$ cat config.mk
export PLATFORM = sky130hd
export DESIGN_NAME = tag_fifo
export DESIGN_NICKNAME = d
export VERILOG_FILES = /design/src/rtl/tag_fifo.sv
export SDC_FILE = /design/constraint.sdc
export NUM_CORES = 1
export LEC_CHECK = 0
export CORE_MARGIN = 5
export CORE_UTILIZATION = 27
export DETAILED_ROUTE_END_ITERATION = 7
export PLACE_DENSITY_LB_ADDON = 0.12
export SYNTH_ARGS = -nofsm -noshare
export SYNTH_HDL_FRONTEND = slang
export SYNTH_SLANG_ARGS = --single-unit
$ cat constraint.sdc
create_clock -name clk -period 4.8 [get_ports clk]
set_input_delay 0.72 -clock clk [delete_from_list [all_inputs] [get_ports clk]]
set_output_delay 0.72 -clock clk [all_outputs]
set_load 0.02 [all_outputs]
$ cat src/rtl/tag_fifo.sv
`default_nettype none
// ============================================================================
//  Module   : tag_fifo
//  Purpose  : Free-list of reorder/rename tags. It feeds the register status
//             table at dispatch. It is a circular FIFO that holds every tag
//             not currently in flight:
//               - dispatch pops a tag,
//               - commit pushes a retired tag back,
//               - flush restores the full tag set in one cycle.
//  Ports    : clk         - clock; all state changes on the rising edge
//             rst         - synchronous, active-high reset
//             alloc_req   - dispatch requests a tag this cycle
//             alloc_tag   - tag at the head of the list (valid when
//                           alloc_valid=1)
//             alloc_valid - list is non-empty; a pop happens only when
//                           alloc_req & alloc_valid
//             free_en     - commit returns free_tag this cycle
//             free_tag    - tag being returned
//             flush       - recovery: restore all tags; ovf_err is held
//             count       - number of free tags held (0..DEPTH)
//             full        - count == DEPTH
//             empty       - count == 0
//             ovf_err     - sticky; set when a push is attempted while full.
//                           Only rst clears it.
//  Revision : 1.0 - initial release
// ============================================================================
module tag_fifo #(
    parameter int TAG_W = 6,
    parameter int DEPTH = 64   // must equal 2**TAG_W
) (
    input  logic             clk,
    input  logic             rst,
    input  logic             alloc_req,
    output logic [TAG_W-1:0] alloc_tag,
    output logic             alloc_valid,
    input  logic             free_en,
    input  logic [TAG_W-1:0] free_tag,
    input  logic             flush,
    output logic [TAG_W:0]   count,
    output logic             full,
    output logic             empty,
    output logic             ovf_err
);

    // The write pointer restarts at DEPTH, which sets the wrap bit.
    // With the read pointer at 0, the list therefore reads as full.
    localparam logic [TAG_W:0] c_PTR_FULL = (TAG_W + 1)'(DEPTH);
    localparam logic [TAG_W:0] c_PTR_ONE  = (TAG_W + 1)'(1);

    logic [TAG_W-1:0] r_mem [DEPTH];
    logic [TAG_W:0]   r_rd_ptr;
    logic [TAG_W:0]   r_wr_ptr;
    logic             r_ovf_err;

    logic w_empty;
    logic w_full;
    logic w_pop;
    logic w_push;
    logic w_ovf;

    assign w_empty = (r_rd_ptr == r_wr_ptr);
    assign w_full  = (r_rd_ptr[TAG_W-1:0] == r_wr_ptr[TAG_W-1:0]) &&
                     (r_rd_ptr[TAG_W] != r_wr_ptr[TAG_W]);

    // Both legality tests use the full/empty state from before the edge.
    // When the list is empty, free_tag is never bypassed to alloc_tag.
    // When the list is full, a simultaneous free counts as an overflow
    // even though a pop frees a slot at the same edge.
    assign w_pop  = alloc_req & ~w_empty;
    assign w_push = free_en & ~w_full;
    assign w_ovf  = free_en & w_full;

    always_ff @(posedge clk) begin
        if (rst || flush) begin
            for (int i = 0; i < DEPTH; i++) begin
                r_mem[i] <= TAG_W'(i);
            end
            r_rd_ptr <= '0;
            r_wr_ptr <= c_PTR_FULL;
        end else begin
            if (w_push) begin
                r_mem[r_wr_ptr[TAG_W-1:0]] <= free_tag;
                r_wr_ptr                   <= r_wr_ptr + c_PTR_ONE;
            end
            if (w_pop) begin
                r_rd_ptr <= r_rd_ptr + c_PTR_ONE;
            end
        end
    end

    // Flush deliberately leaves the error flag untouched.
    always_ff @(posedge clk) begin
        if (rst) begin
            r_ovf_err <= 1'b0;
        end else if (!flush && w_ovf) begin
            r_ovf_err <= 1'b1;
        end
    end

    assign alloc_tag   = r_mem[r_rd_ptr[TAG_W-1:0]];
    assign alloc_valid = ~w_empty;
    assign count       = r_wr_ptr - r_rd_ptr;
    assign full        = w_full;
    assign empty       = w_empty;
    assign ovf_err     = r_ovf_err;

endmodule
`default_nettype wire

==> out/metrics.yaml, run 1 <==
status:
  status: "completed"
global_route:
  grt_pass1_vias: 11600
  grt_max_degree: 65
  met1_usage_pct: 22.9
  grt_remaining_overflow: 0
  grt_most_used_layer: "met2"
  antenna_found_initial: 1
  grt_usage_pct: 15.7
  grt_pass1_wl_um: 86100
  use_met2_pct: 24.3
  grt_util_met3_pct: 2.50
power_and_ir_drop:
  leakage_nw: 6.72
  pwr-share-seq_pct: 49.7
  ir_worst_vdd_uv: 220
  p_sw_w: 0.00181
  power_frac_clock_pct: 45.0
  switching_share_pct: 22.4
  intPower_w: 0.00628
  comb_power_share_pct: 5.4
  p_per_area_nw_per_um2: 368
critical_path:
  worst-path-max-fanout: 21
  worstPathCellList: "buf_4, mux4_2, o221ai_1, o21a_1, o41ai_1, clkdlybuf4s50_1"
  worst_ep_required_time_ns: 4.08
  startpoint_type: "flip-flop"
  cp.arrival_ns: 3.68
  cp-end-kind: "output pin"
  cp_slowest_stage_delay_ns: 0.74
  path_class: "flip-flop to output pin"
  regToRegSetupSlack_ns: 1.29
  r2r.worst_path.cells: 7
  cp_slowest_cell: "clkdlybuf4s50_1"
timing:
  hold_viol_final: 0
  relSlewSlack_pct: 19.2
  setup_slack_ns: 0.396
  slew_violations: 0
  fmax_ghz: 0.227
  setup-violations-final: 0
  fin_crit_sh_pct: 91.7
  fin_skew_ns: 0.0127
  fin_tns_setup_ns: 0
  rsz0062_at_grt: "no"
  min_period_ns: 4.40
  tightest_slew_ns: 1.21
cells_and_area:
  final_cells: 2361
  fill_cells: 6962
  diodes: 0
  nNetsFinal: 1407
  layout_commonest_cell: "edfxtp_1"
  final_cell_mix: "edfxtp_1 (384), and2_1 (162), or3_1 (133)"
  drive_gt1_share_pct: 18.4
  utilization_pct: 31.4
  syn2layout_area_growth_pct: 15.5
synth:
  ys.flop_type: "edfxtp_1"
  ys_seq_area_share_pct: 62.9
  synth_cell_types: 48
  yosysWarnings: 0
  avgSynthCellArea_um2: 13.8
  netlist_instances: 1374
  ys_seq_elements: 405
  synth.cell_area_um2: 19000
  synth_edf_count: 384
  syn_nets: 1394
  async_flop_share_pct: 0
clock_network:
  htree_levels: 2
  insertion_delay_ns: 0.59
  postCtsSetupBuffers: 0
  cts.sinks: 405
  path_clk_slew_ns: 0.06
  numCtsBuffers: 47
  cts_resized: 0
  root_buffer: "clkbuf_16"
  clock_path_buffers: 3
  cts_tree: "built"
  postCtsHoldBufs: 0
place:
  place.gp.congestion: 0.733
  pre_cts_slack_ns: 0.979
  dpl.hpwl_um: 39500
  io_buffer_count: 27
  dp.cells: 2278
worst_hold_path:
  hold_path_depth: 2
  hold_path_class: "flip-flop to flip-flop"
drt:
  totalWireLength_um: 59200
  wire_per_inst_um: 25.1
  ant_nets: 0
  drtIter0Drc: 1072
  drt_first_pass_iters: 5
  via_per_inst: 4.86
  vias: 11500
  drc: 0
floorplan:
  dieArea_um2: 75800
  dieWidth_um: 275
  die_h_um: 275
  initial_core_util_pct: 27.2
  core-area_um2: 69900
  num_rows: 97
  ios: 28
run:
  drv_cap: 0
[final cells by class]
type	count	area (um^2)	area share [%]
clock buffer	61	1290	5.88
clock inverter	22	226	1.03
inverter	17	63.8	0.291
multi-input combinational	815	6380	29.1
sequential	405	12000	54.5
tap	940	1180	5.36
timing repair buffer	101	858	3.91
[per-stage QoR]
step / cell area (um^2) / hold WS [ns] / total power (W)
finish: 22000 / 0.553 / 0.00809
CTS: 22000 / 0.559 / 0.00819
global placement: 20400 / 0.536 / 0.00454
floorplan: 19000 / 0.481 / 0.00431
global route: 22000 / 0.591 / 0.00835
detailed placement: 20400 / 0.538 / 0.00454
[power groups by stage]
stage,Sequential [W],Clock [W],Combinational (W)
2_1_floorplan,0.00406,0,0.000259
3_3_place_gp,0.00409,0,0.000446
3_5_place_dp,0.00409,0,0.000445
4_1_cts,0.00402,0.00373,0.000446
5_1_grt,0.00402,0.00386,0.000465
6_report,0.00402,0.00364,0.000433
[synth_stat cells, types with 2 or more instances]
cell type / number / area (um^2)
o41ai_1: 2 / 17.5
nand2_1: 83 / 312
and3_1: 3 / 18.8
nor2b_1: 4 / 25.0
o21a_1: 2 / 15.0
buf_6: 6 / 67.6
a21oi_1: 7 / 35.0
xnor2_1: 10 / 87.6
ha_1: 8 / 100
o21ai_0: 69 / 345
buf_2: 22 / 110
nor3_1: 39 / 195
mux2_2: 2 / 22.5
mux2i_1: 8 / 80.1
nand2b_1: 12 / 75.1
nor2_2: 2 / 12.5
o22ai_1: 18 / 113
buf_4: 9 / 67.6
nand3_1: 17 / 85.1
a22oi_1: 6 / 45.0
edfxtp_1: 384 / 11500
a211oi_1: 3 / 22.5
buf_1: 7 / 26.3
clkbuf_1: 93 / 349
and2_1: 162 / 1010
xor2_1: 6 / 52.6
mux4_2: 99 / 2230
a21o_1: 4 / 30.0
or3_4: 3 / 33.8
or3_1: 133 / 832
inv_1: 16 / 60.1
nand3b_1: 2 / 15.0
a31oi_1: 4 / 25.0
nor4_1: 3 / 18.8
o221ai_1: 6 / 52.6
dfxtp_1: 21 / 420
or2_2: 5 / 31.3
a221oi_1: 2 / 17.5
nor2_1: 83 / 312
[logic make-up after synthesis]
logic type                 after synthesis  share of synthesized area (%)
and+or+nand+nor                        556                           15.9
xor gates and xnor gates                16                          0.737
AOI/OAI and AO/OA                      125                           3.97
DFF                                    405                           62.9
muxes                                  109                           12.3
buffers and inverters                  154                           3.60
adders and majority gates                9                          0.632
[critical path, delay by kind of cell (launching register included)]
kind                   cells  cell delay [ns]
muxes                      1             0.33
AOI/OAI and AO/OA          3             0.97
buffers and inverters      2             1.19
DFF                        1             0.57
[path summary, 6_finish.rpt]
| path | from | end |
|---|---|---|
| setup / recovery | flip-flop | alloc_tag[0] |
| hold / removal | r_wr_ptr[6]$_SDFFE_PP1P_ | r_wr_ptr[6]$_SDFFE_PP1P_ |
| setup reg to reg | r_wr_ptr[0]$_SDFFE_PP0P_ | r_mem[60][4]$_SDFFCE_PN1P_ |
| hold reg to reg | r_wr_ptr[6]$_SDFFE_PP1P_ | r_wr_ptr[6]$_SDFFE_PP1P_ |
[sequential cells by signal (all words and copies together), names as in the netlist, named ones only]
name      cells
ovf_err       1
r_mem       384
r_rd_ptr      7
r_wr_ptr      7
[layer usage]
metal	vias to the layer above	part of all wire [%]
li1	5167	-
met1	5944	47
met2	272	45
met3	86	5.1
met4	2	2.3
met5	-	0.012
Power figures use the tool's default switching activity.
==> run 2: changes to the inputs <==
Settings changed: CAP_MARGIN set to 20, SKIP_CTS_REPAIR_TIMING set to 1.
==> out/metrics.yaml, run 2 (synthesis gave the netlist of run 1 again) <==
critical_path:
  cp-end-kind: "output pin"
  startpoint_type: "flip-flop"
  r2r_end: "r_mem[60][5]$_SDFFCE_PN1P_"
  path_class: "flip-flop to output pin"
  r2r.worst_path.cells: 7
  regToRegSetupSlack_ns: 1.24
  worst_ep_required_time_ns: 4.08
  worstReg2RegStart: "r_wr_ptr[0]$_SDFFE_PP0P_"
  worst-path-max-fanout: 21
  cp.arrival_ns: 3.81
worst_hold_path:
  hold_path_depth: 2
  hold_path_class: "flip-flop to flip-flop"
  holdPathEnd: "r_wr_ptr[6]$_SDFFE_PP1P_"
  hp-start: "r_wr_ptr[6]$_SDFFE_PP1P_"
cells_and_area:
  diodes: 0
  syn2layout_area_growth_pct: 15.9
  fill_cells: 6978
  final_cell_mix: "edfxtp_1 (384), and2_1 (162), or3_1 (133)"
  drive_gt1_share_pct: 18.9
  nNetsFinal: 1411
  largest_reg_flops: 384
  final_cells: 2370
  largest-register: "r_mem"
  layout_commonest_cell: "edfxtp_1"
  largestRegisters: "r_mem x384, r_rd_ptr x7, r_wr_ptr x7"
  final_area_um2: 22000
  utilization_pct: 31.5
drt:
  totalWireLength_um: 59600
  vias: 11400
  ant_nets: 0
  drt_first_pass_iters: 7
  drtIter0Drc: 1008
  via_per_inst: 4.79
  wire_per_inst_um: 25.1
  drc: 0
global_route:
  grt_usage_pct: 15.8
  antenna_found_initial: 2
  grt_pass1_wl_um: 86800
  grt_max_degree: 65
  grt_remaining_overflow: 0
  grt_pass1_vias: 11800
floorplan:
  dieArea_um2: 75800
  initial_core_util_pct: 27.2
  core-area_um2: 69900
  die_h_um: 275
  ios: 28
  num_rows: 97
  dieWidth_um: 275
timing:
  fin_tns_setup_ns: 0
  tightest_slew_ns: 1.09
  fin_crit_sh_pct: 94.3
  fmax_ghz: 0.221
  min_period_ns: 4.53
  setup_slack_ns: 0.272
  slew_violations: 0
  relSlewSlack_pct: 26.5
  hold_viol_final: 0
  fin_skew_ns: 0.0123
  setup-violations-final: 0
  rsz0062_at_grt: "no"
clock_network:
  insertion_delay_ns: 0.58
  htree_levels: 2
  clock_path_buffers: 3
  numCtsBuffers: 48
  root_buffer: "clkbuf_16"
  path_clk_slew_ns: 0.06
  cts_tree: "built"
  cts.sinks: 405
power_and_ir_drop:
  p_sw_w: 0.00184
  pwr-share-seq_pct: 49.5
  p_per_area_nw_per_um2: 369
  intPower_w: 0.00628
  switching_share_pct: 22.6
  power_frac_clock_pct: 45.2
  leakage_nw: 6.76
  ir_worst_vdd_uv: 214
  comb_power_share_pct: 5.4
place:
  place.gp.congestion: 0.733
  dp.cells: 2279
  dpl_cell_area_um2: 20500
  io_buffer_count: 27
  pre_cts_slack_ns: 0.945
  dpl.hpwl_um: 39700
run:
  drv_cap: 0
status:
  status: "completed"
## run 2: changes by cell type in the layout (fill, tap and decap cells not counted)
cell	previous run	this run
buf_2	3	4
bufinv_16	5	4
clkinv_2	7	9
buf_12	4	5
clkbuf_8	2	5
clkbuf_1	10	8
clkbuf_4	0	1
inv_6	0	2
clkinv_1	9	11
## run 2: worst max path at each step
stage                                endpoint  cells after the start                     start
detailed placement               alloc_tag[1]                      6                 flip-flop
finish                           alloc_tag[1]                      6                 flip-flop
floorplan           r_mem[1][0]$_SDFFCE_PN1P_                     10  r_wr_ptr[0]$_SDFFE_PP0P_
global route                     alloc_tag[0]                      6                 flip-flop
global placement                 alloc_tag[1]                      6                 flip-flop
CTS                              alloc_tag[1]                      6                 flip-flop
## run 2: cell type report
cell class	instances	area, um^2	area share (%)
timing repair buffer	104	891	4.04
inverter	17	63.8	0.290
clock buffer	62	1330	6.02
clock inverter	27	231	1.05
sequential	405	12000	54.3
tap	940	1180	5.34
multi-input combinational	815	6380	29.0
## run 2: through the flow
step | hold slack [ns] | power (W)
floorplan | 0.481 | 0.00431
global placement | 0.536 | 0.00454
detailed placement | 0.541 | 0.00454
CTS | 0.561 | 0.00823
global route | 0.593 | 0.00840
finish | 0.557 | 0.00812
## run 2: metal layers
| metal | GRT usage, % | vias up | wire (um) |
|---|---|---|---|
| li1 | - | 5185 | - |
| met1 | 23.3 | 5864 | 28500 |
| met2 | 24.6 | 246 | 27500 |
| met3 | 2.43 | 67 | 2560 |
| met4 | 3.32 | 2 | 1020 |
| met5 | 0 | - | 7 |
## run 2: critical path, stage by stage (launching register included)
cell and delay [ns]:
dfxtp_4 0.57, buf_4 0.45, mux4_2 0.34, o221ai_1 0.12, o21a_1 0.22, o41ai_1 0.73, clkdlybuf4s50_1 0.76
## run 2: power groups by stage
stage / clock, W / sequential [W] / combinational, W
final: 0.00367 / 0.00402 / 0.000436
after floorplan: 0 / 0.00406 / 0.000259
after global placement: 0 / 0.00409 / 0.000446
after detailed placement: 0 / 0.00409 / 0.000448
after global routing: 0.00391 / 0.00402 / 0.000468
after CTS: 0.00377 / 0.00402 / 0.000450
==> run 3: changes to the inputs <==
Settings changed: REMOVE_ABC_BUFFERS set to 1.
==> out/metrics.yaml, run 3 (synthesis gave the netlist of run 1 again) <==
power_and_ir_drop:
  power_frac_clock_pct: 44.3
  comb_power_share_pct: 5.6
  intPower_w: 0.00622
  ir_worst_vdd_uv: 272
  p_sw_w: 0.00179
  leakage_nw: 6.85
  p_per_area_nw_per_um2: 362
  pwr-share-seq_pct: 50.1
  switching_share_pct: 22.4
global_route:
  grt_pass1_vias: 12100
  grt_usage_pct: 15.7
  antenna_found_initial: 3
  grt_max_degree: 65
  grt_remaining_overflow: 0
  grt_pass1_wl_um: 87000
place:
  pre_cts_slack_ns: 0.629
  place.gp.congestion: 0.770
  dpl.hpwl_um: 39300
  io_buffer_count: 27
cells_and_area:
  syn2layout_area_growth_pct: 16.6
  largestRegisters: "r_mem x384, r_rd_ptr x7, r_wr_ptr x7"
  largest-register: "r_mem"
  nNetsFinal: 1439
  drive_gt1_share_pct: 19.8
  fill_cells: 7045
  utilization_pct: 31.7
  largest_reg_flops: 384
  layout_commonest_cell: "edfxtp_1"
  final_cell_mix: "edfxtp_1 (384), and2_1 (162), or3_1 (133)"
drt:
  vias: 11600
  ant_nets: 0
  wire_per_inst_um: 24.9
  via_per_inst: 4.83
  drc: 0
  totalWireLength_um: 59700
  drt_first_pass_iters: 5
  drtIter0Drc: 914
clock_network:
  numCtsBuffers: 48
  root_buffer: "clkbuf_16"
  htree_levels: 2
  clock_path_buffers: 3
  cts_tree: "built"
  path_clk_slew_ns: 0.06
  insertion_delay_ns: 0.57
  cts.sinks: 405
timing:
  min_period_ns: 4.50
  slew_violations: 0
  hold_viol_final: 0
  fin_tns_setup_ns: 0
  rsz0062_at_grt: "no"
  tightest_slew_ns: 1.04
  setup-violations-final: 0
  fin_crit_sh_pct: 93.7
  relSlewSlack_pct: 30.1
  fin_skew_ns: 0.00886
  setup_slack_ns: 0.301
  hold_ws_ns: 0.480
  fmax_ghz: 0.222
critical_path:
  cp-end-kind: "output pin"
  worst-path-max-fanout: 14
  startpoint_type: "flip-flop"
  path_class: "flip-flop to output pin"
  cp.arrival_ns: 3.78
  worst_ep_required_time_ns: 4.08
floorplan:
  initial_core_util_pct: 27.2
  num_rows: 97
  dieWidth_um: 275
  dieArea_um2: 75800
  die_h_um: 275
  ios: 28
  core-area_um2: 69900
run:
  drv_cap: 0
worst_hold_path:
  hold_path_class: "flip-flop to flip-flop"
status:
  status: "completed"
[run 3: final timing paths]
check / start / slack [ns] / depth (start not counted) / end
worst min-delay path: ovf_err$_SDFFE_PP0P_ / 0.48 / 2 / ovf_err$_SDFFE_PP0P_
worst max-delay path: flip-flop / 0.30 / 6 / alloc_tag[5]
worst min register to register: ovf_err$_SDFFE_PP0P_ / 0.48 / 2 / ovf_err$_SDFFE_PP0P_
worst max register to register: r_wr_ptr[0]$_SDFFE_PP0P_ / 1.20 / 7 / r_mem[47][0]$_SDFFCE_PN1P_
[run 3: layer usage]
metal / vias up / part of all wire [%] / GRT usage [%]
li1: 5243 / - / -
met1: 6013 / 47 / 22.4
met2: 251 / 47 / 25.5
met3: 73 / 4.0 / 2.34
met4: 2 / 1.8 / 3.59
met5: - / 0.028 / 0
[run 3: through the flow]
step           instances  power [W]  cell area [um^2]
2_1_floorplan       1237    0.00429             18400
3_3_place_gp        2305    0.00455             20600
3_5_place_dp        2306    0.00455             20600
4_1_cts             2393    0.00812             22100
5_1_grt             2396    0.00829             22200
6_report            2397    0.00801             22200
[run 3: area by class of cell]
| class | count | area [um^2] | share of cell area (%) |
|---|---|---|---|
| antenna | 1 | 2.50 | 0.0113 |
| clock buffer | 63 | 1280 | 5.77 |
| clock inverter | 24 | 205 | 0.926 |
| sequential | 405 | 12000 | 54.0 |
| multi-input combinational | 815 | 6380 | 28.8 |
| tap | 940 | 1180 | 5.31 |
| inverter | 17 | 63.8 | 0.288 |
| timing repair buffer | 132 | 1090 | 4.92 |
[run 3: worst max-delay path: stages (launching register included)]
cell             delay (ns)
dfxtp_4                0.55
buf_4                  0.35
mux4_2                 0.55
mux4_2                 0.47
o21ai_0                0.47
nand2_1                0.21
clkdlybuf4s50_1        0.60
[run 3: power groups by stage]
stage	clock, W	combinational [W]	sequential (W)
after floorplan	0	0.000213	0.00408
after global placement	0	0.000454	0.00410
after detailed placement	0	0.000453	0.00409
after CTS	0.00364	0.000456	0.00402
after global routing	0.00378	0.000484	0.00402
final	0.00355	0.000450	0.00402
